$ cat config.mk
export PLATFORM = sky130hd
export DESIGN_NAME = instr_cache_flat
export DESIGN_NICKNAME = d
export VERILOG_FILES = /design/src/rtl/instr_cache_if.sv /design/src/rtl/instr_cache.sv /design/src/flat_wrapper.sv
export SDC_FILE = /design/constraint.sdc
export NUM_CORES = 2
export LEC_CHECK = 0
export ABC_AREA = 1
export CAP_MARGIN = 10
export CORE_UTILIZATION = 57
export DETAILED_ROUTE_END_ITERATION = 10
export DONT_BUFFER_PORTS = 1
export PLACE_DENSITY = 0.72
export SYNTH_ARGS = -nofsm -noshare
export SYNTH_HDL_FRONTEND = slang
export SYNTH_SLANG_ARGS = --single-unit
$ cat constraint.sdc
create_clock -name clock -period 12.65 [get_ports clock]
set_input_delay 2.53 -clock clock [delete_from_list [all_inputs] [get_ports clock]]
set_output_delay 2.53 -clock clock [all_outputs]
set_load 0.1 [all_outputs]
$ cat src/rtl/instr_cache_if.sv
// Instruction-memory read bus between the cache (master) and the memory (slave).
interface instr_cache_if;
  logic [31:0] mem_addr;
  logic        mem_ce_n;
  logic        mem_oe_n;
  logic [31:0] mem_data;
  logic        mem_hold;

  modport master (output mem_addr, mem_ce_n, mem_oe_n, input mem_data, mem_hold);
  modport slave  (input mem_addr, mem_ce_n, mem_oe_n, output mem_data, mem_hold);
endinterface

$ cat src/rtl/instr_cache.sv
// Direct-mapped, read-only instruction cache with zero-latency hits and in-order line fill.
module instr_cache #(
  parameter int NUM_LINES      = 16,
  parameter int WORDS_PER_LINE = 4
) (
  input  logic                clock,
  input  logic                reset,
  input  logic [31:0]         i_address,
  output logic [31:0]         instruction,
  output logic                hold,
  input  logic                flush,
  instr_cache_if.master       mem,
  output logic [31:0]         hit_count,
  output logic [31:0]         miss_count
);
  localparam int OFF_W = $clog2(WORDS_PER_LINE);
  localparam int IDX_W = $clog2(NUM_LINES);
  localparam int TAG_W = 32 - 2 - OFF_W - IDX_W;
  localparam logic [OFF_W-1:0] LAST_WORD = OFF_W'(WORDS_PER_LINE - 1);

  typedef enum logic {RUN, FILL} state_e;

  state_e                         state_q, state_d;
  logic [NUM_LINES-1:0]           valid_q, valid_d;
  logic [OFF_W-1:0]               cnt_q, cnt_d;
  logic [31:0]                    hit_q, hit_d, miss_q, miss_d;
  logic [TAG_W-1:0]               fill_tag_q, fill_tag_d;
  logic [IDX_W-1:0]               fill_idx_q, fill_idx_d;
  logic [TAG_W-1:0]               tag_mem  [NUM_LINES];
  logic [31:0]                    data_mem [NUM_LINES*WORDS_PER_LINE];
  logic                           wr_data_en, wr_tag_en, hit;

  logic [TAG_W-1:0] addr_tag;
  logic [IDX_W-1:0] addr_idx;
  logic [OFF_W-1:0] addr_off;
  logic             unused_byte_bits;

  assign addr_tag         = i_address[31 -: TAG_W];
  assign addr_idx         = i_address[2+OFF_W +: IDX_W];
  assign addr_off         = i_address[2 +: OFF_W];
  assign unused_byte_bits = ^i_address[1:0];

  function automatic logic [31:0] sat_inc(input logic [31:0] v);
    return (v == 32'hFFFF_FFFF) ? v : v + 32'd1;
  endfunction

  assign hit = (state_q == RUN) && valid_q[addr_idx] && (tag_mem[addr_idx] == addr_tag);

  // Reset and flush both force a stall so no stale word is ever presented.
  assign hold        = reset | flush | ~hit;
  assign instruction = hold ? 32'd0 : data_mem[{addr_idx, addr_off}];
  assign hit_count   = hit_q;
  assign miss_count  = miss_q;

  assign mem.mem_ce_n = (state_q != FILL);
  assign mem.mem_oe_n = (state_q != FILL);
  assign mem.mem_addr = (state_q == FILL) ? {fill_tag_q, fill_idx_q, cnt_q, 2'b00} : 32'd0;

  always_comb begin
    state_d    = state_q;
    valid_d    = valid_q;
    cnt_d      = cnt_q;
    hit_d      = hit_q;
    miss_d     = miss_q;
    fill_tag_d = fill_tag_q;
    fill_idx_d = fill_idx_q;
    wr_data_en = 1'b0;
    wr_tag_en  = 1'b0;
    case (state_q)
      RUN: begin
        if (flush) begin
          valid_d = '0;
        end else if (hit) begin
          hit_d = sat_inc(hit_q);
        end else begin
          // Invalidate the victim now so a partially filled line can never hit.
          fill_tag_d        = addr_tag;
          fill_idx_d        = addr_idx;
          cnt_d             = '0;
          valid_d[addr_idx] = 1'b0;
          miss_d            = sat_inc(miss_q);
          state_d           = FILL;
        end
      end
      FILL: begin
        if (flush) begin
          valid_d = '0;
          state_d = RUN;
        end else if (!mem.mem_hold) begin
          wr_data_en = 1'b1;
          cnt_d      = cnt_q + OFF_W'(1);
          if (cnt_q == LAST_WORD) begin
            wr_tag_en           = 1'b1;
            valid_d[fill_idx_q] = 1'b1;
            state_d             = RUN;
          end
        end
      end
      default: state_d = RUN;
    endcase
  end

  always_ff @(posedge clock or posedge reset) begin
    if (reset) begin
      state_q <= RUN;
      valid_q <= '0;
      cnt_q   <= '0;
      hit_q   <= '0;
      miss_q  <= '0;
    end else begin
      state_q <= state_d;
      valid_q <= valid_d;
      cnt_q   <= cnt_d;
      hit_q   <= hit_d;
      miss_q  <= miss_d;
    end
  end

  // Line address and storage arrays carry no reset; the valid bits guard them.
  always_ff @(posedge clock) begin
    fill_tag_q <= fill_tag_d;
    fill_idx_q <= fill_idx_d;
    if (wr_data_en) data_mem[{fill_idx_q, cnt_q}] <= mem.mem_data;
    if (wr_tag_en)  tag_mem[fill_idx_q]           <= fill_tag_q;
  end
endmodule

$ cat src/flat_wrapper.sv
// flat-port wrapper written by rule: the top's interface ports become plain ports
module instr_cache_flat 
#(
  parameter int NUM_LINES      = 16,
  parameter int WORDS_PER_LINE = 4
)
  (clock, reset, i_address, instruction, hold, flush, hit_count, miss_count, mem_mem_addr, mem_mem_ce_n, mem_mem_oe_n, mem_mem_data, mem_mem_hold);
  instr_cache_if mem_i ();
  input  logic clock;
  input  logic reset;
  input  logic [31:0] i_address;
  output logic [31:0] instruction;
  output logic hold;
  input  logic flush;
  output logic [31:0] hit_count;
  output logic [31:0] miss_count;
  output wire logic [$bits(mem_i.mem_addr)-1:0] mem_mem_addr;
  output wire logic [$bits(mem_i.mem_ce_n)-1:0] mem_mem_ce_n;
  output wire logic [$bits(mem_i.mem_oe_n)-1:0] mem_mem_oe_n;
  input wire logic [$bits(mem_i.mem_data)-1:0] mem_mem_data;
  input wire logic [$bits(mem_i.mem_hold)-1:0] mem_mem_hold;
  assign mem_mem_addr = mem_i.mem_addr;
  assign mem_mem_ce_n = mem_i.mem_ce_n;
  assign mem_mem_oe_n = mem_i.mem_oe_n;
  assign mem_i.mem_data = mem_mem_data;
  assign mem_i.mem_hold = mem_mem_hold;
  instr_cache #(.NUM_LINES(NUM_LINES), .WORDS_PER_LINE(WORDS_PER_LINE)) u_core (.clock(clock), .reset(reset), .i_address(i_address), .instruction(instruction), .hold(hold), .flush(flush), .mem(mem_i), .hit_count(hit_count), .miss_count(miss_count));
endmodule
==> reports/metrics.csv <==
stage,metric,value,unit
logic_synthesis,post-synth top area cell,edfxtp_1,
clock_tree,H-tree depth,4,
hold_path,Hold/Removal Path Class,reg2reg,
hold_path,hold_sp,u_core.valid_q[6],
routing,WL/cell,28.0,um
clock_tree,cts hold-fix bufs,0,
cells_and_area,register area,75900,sq um
power_and_ir_drop,Pleak,39.2,nW
logic_synthesis,Cells after Synth,8234,
floorplanning,die width,426,um
timing,Worst Skew,0.0453,ns
power_and_ir_drop,Seq pwr share,54.3,%
power_and_ir_drop,switch share,22.8,%
timing,RSZ-0062 raised after global routing,false,
floorplanning,Die Y,426,um
clock_tree,Clock Pin Slew Worst Setup and Hold Paths,0.06,ns
global_routing,total gr overflow,0,
floorplanning,Core ar.,178000,sq um
critical_path,Setup CP Type,in2out,
floorplanning,Initial Utilization,57.4,%
power_and_ir_drop,clock power share,40.2,%
placed_design,port buffer count,0,
logic_synthesis,"FFs w/ async S/R, synth",3.26,%
routing,post-DR vias/cell,6.49,
logic_synthesis,multiplexer share of the synthesized area,0,%
critical_path,CP max stage delay,1.03,ns
critical_path,register-to-register setup slack,7.21,ns
global_routing,largest net degree at the start of global routing,1026,
logic_synthesis,most common cell in the synthesized netlist,nand2_1,
logic_synthesis,"flops & latches, synth",2543,
run_status,outcome,finished clean,
timing,Period minus WS final,11.05,ns
global_routing,GRT Overall Usage,32.4,%
routing,drt initial violations,10886,
routing,DRC,0,
floorplanning,IO Count,199,
logic_synthesis,compound-cell area share of the yosys netlist,9.87,%
logic_synthesis,Synth Area per Inst,12.4,sq um
logic_synthesis,largest family of logic cells by synthesized area,simple AND/OR/NAND/NOR gates,
flow_run,Max-Cap Viols,0,
placed_design,hpwl dp,159000,um
critical_path,Crit path top cell by count,buf_16,
logic_synthesis,Yosys top cell area share,72.1,%
global_routing,initial antenna violation count,5,
clock_tree,latest clock arrival within the worst-skew pair,0.90,ns
critical_path,Worst Setup Start Kind,input port,
global_routing,first-pass GRT wire length,428000,um
cells_and_area,FILL cells,12887,
logic_synthesis,"Primary FF master, synth",edfxtp_1,
critical_path,Crit Path Max Fanout,283,
critical_path,WP data required,10.12,ns
power_and_ir_drop,pwr/cell area,152,nW/um^2
clock_tree,CTS Buf Count,240,
timing,final setup fails,0,
clock_tree,clk sink count,2543,
timing,worst slew pin tran,1.46,ns
logic_synthesis,main area contributors after synthesis,"edfxtp_1 72%, nand2_1 9.9%, a21oi_1 3.8%",
clock_tree,TritonCTS clock tree,yes,
critical_path,nature of the critical path endpoint,output pin,
timing,final worst path period share,87.3,%
logic_synthesis,count of cell types in the netlist,46,
clock_tree,Root Driver,clkbuf_16,
cells_and_area,Layout area overhead,10.6,%
routing,Vias,69681,
power_and_ir_drop,Pint,0.0133,W
global_routing,vias in the first global route,64686,
cells_and_area,Multi-input gate area,24600,sq um
power_and_ir_drop,maximum vdd ir drop,0.150,mV
critical_path,Crit-path slowest cell,nor2_2,
logic_synthesis,most frequent cells after synthesis,"2702 x nand2_1, 2460 x edfxtp_1, 779 x a21oi_1",
cells_and_area,Nets,8242,
routing,Final ANT Viol Nets,0,
hold_path,Hold EP,u_core.valid_q[6],
logic_synthesis,Mapped Area,102000,sq um
logic_synthesis,Synth Area in Simple Gates,12.9,%
power_and_ir_drop,power consumption,0.0173,W
timing,fmax,90.5,MHz
critical_path,reg2reg end,u_core.data_mem[45][28],
logic_synthesis,Ys Warns,0,
critical_path,Reg2Reg Depth,10,
routing,drt pass-1 iters,6,
timing,setup TNS,0,ns
placed_design,pre-CTS worst setup slack,2.39,ns
critical_path,cells along the critical path,buf_16 > buf_16 > buf_16 > buf_16 > a21oi_1 > a32o_1 > nand2_1 > o21ai_0 > inv_1 > o221ai_1 > nand2_1 > nand4_1 > nor2_2,
logic_synthesis,XOR/XNOR share of the synthesized area,0.513,%
logic_synthesis,adder-cell area share of the yosys netlist,0.0366,%
timing,max-slew violations,0,
placed_design,GPL Wtd Cong,0.908,
power_and_ir_drop,Net Switching,0.00393,W
timing,worst rel slew slack,2.79,%
critical_path,worst path arrival time,8.52,ns
cells_and_area,share of cells above drive strength 1,8.09,%
hold_path,hold path depth,2,
timing,Final WS setup,1.60,ns
power_and_ir_drop,Logic pwr share,5.5,%
clock_tree,CTS max path bufs,3,
floorplanning,num rows,155,
floorplanning,Die Footprint,181000,sq um
logic_synthesis,Post-synth EDFFs,2460,
logic_synthesis,sequential area share after synthesis,74.1,%
routing,Total Routed Length,300000,um
clock_tree,post-CTS setup buffers,0,
clock_tree,Post-CTS Resized,0,
timing,final hold viol count,0,
critical_path,reg2reg start,u_core.state_q,
## power groups by stage
| stage | combinational, W | sequential (W) | clock [W] |
|---|---|---|---|
| 2_1_floorplan | 0.000657 | 0.00954 | 0 |
| 5_1_grt | 0.00101 | 0.00938 | 0.00727 |
| 6_report | 0.000956 | 0.00937 | 0.00693 |
| 3_3_place_gp | 0.000852 | 0.00955 | 0 |
| 3_5_place_dp | 0.000874 | 0.00955 | 0 |
| 4_1_cts | 0.000880 | 0.00937 | 0.00696 |
## worst max-delay path: cells and delay by family
family | cells | cell delay [ns]
AOI/OAI and AO/OA | 4 | 0.60
and+or+nand+nor | 4 | 1.98
buffers and inverters | 5 | 2.75
## cell type report
class | instances | share of cell area (%)
antenna | 3 | 0.00663
clock buffer | 305 | 5.54
clock inverter | 139 | 1.11
inverter | 166 | 0.571
multi-input combinational | 5031 | 21.7
sequential | 2543 | 67.0
tap | 2355 | 2.60
timing repair buffer | 189 | 1.41
## per-stage QoR
step / utilization (%) / cells / cell area, sq um / hold WS (ns)
3_5_place_dp: 59.2 / 10280 / 106000 / 0.518
4_1_cts: 63.4 / 10724 / 113000 / 0.533
6_report: 63.5 / 10731 / 113000 / 0.535
3_3_place_gp: 59.2 / 10280 / 106000 / 0.507
5_1_grt: 63.5 / 10728 / 113000 / 0.557
2_1_floorplan: - / 8235 / 102000 / 0.480
## placed cells by master (no fill, tap or decap), types with 19 or more instances in the layout
cell type | synthesis | routed
nor2_2 | 5 | 38
nand4_1 | 110 | 110
clkbuf_1 | 366 | 63
nand3_1 | 126 | 126
clkbuf_16 | 0 | 241
edfxtp_1 | 2460 | 2460
clkinv_1 | 11 | 52
o22ai_1 | 125 | 125
o21ai_0 | 141 | 141
o221ai_1 | 23 | 23
nor2_1 | 346 | 245
buf_4 | 13 | 177
a21oi_1 | 779 | 779
inv_1 | 147 | 143
nand2_1 | 2702 | 2701
nor4_1 | 20 | 20
a32oi_1 | 122 | 122
clkinv_2 | 0 | 52
xor2_1 | 41 | 41
nor2_4 | 1 | 69
a32o_1 | 120 | 120
nor3_1 | 46 | 30
a22oi_1 | 223 | 223
xnor2_1 | 19 | 19
dfrtp_1 | 83 | 82
## cells by family (layout without fill, tap and decap cells)
group,after synthesis,in the layout
flip-flops,2543,2543
XOR/XNOR,60,60
buffers and inverters,661,799
AND/OR/NAND/NOR,3363,3363
AO/OA/AOI/OAI,1603,1603
other,1,5
adder cells (fa/ha/maj),3,3
## routing by layer
layer  share of wire [%]  GRT usage (%)  vias up
met5              0.0043              0        -
met4                 5.3           15.7        2
met3                  12           6.38      787
met2                  46           50.5     4769
met1                  36           44.1    34329
li1                    -              -    29794
## flip-flops by register name, indices dropped and copies added (netlist names)
name,cells
u_core.fill_tag_q,24
u_core.data_mem,2048
u_core.hit_count,32
u_core.fill_idx_q,4
u_core.tag_mem,384
u_core.state_q,1
u_core.cnt_q,2
u_core.miss_count,32
u_core.valid_q,16
## how the worst max path moves through the flow
| stage | startpoint | to | slack, ns |
|---|---|---|---|
| finish | i_address[2] | instruction[0] | 1.60 |
| global route | i_address[2] | instruction[24] | 1.30 |
| CTS | i_address[5] | instruction[20] | 2.38 |
| detailed placement | i_address[5] | instruction[10] | 2.39 |
| global placement | i_address[5] | instruction[10] | 2.37 |
| floorplan | reset | instruction[21] | 3.74 |
Power figures use the tool's default switching activity.
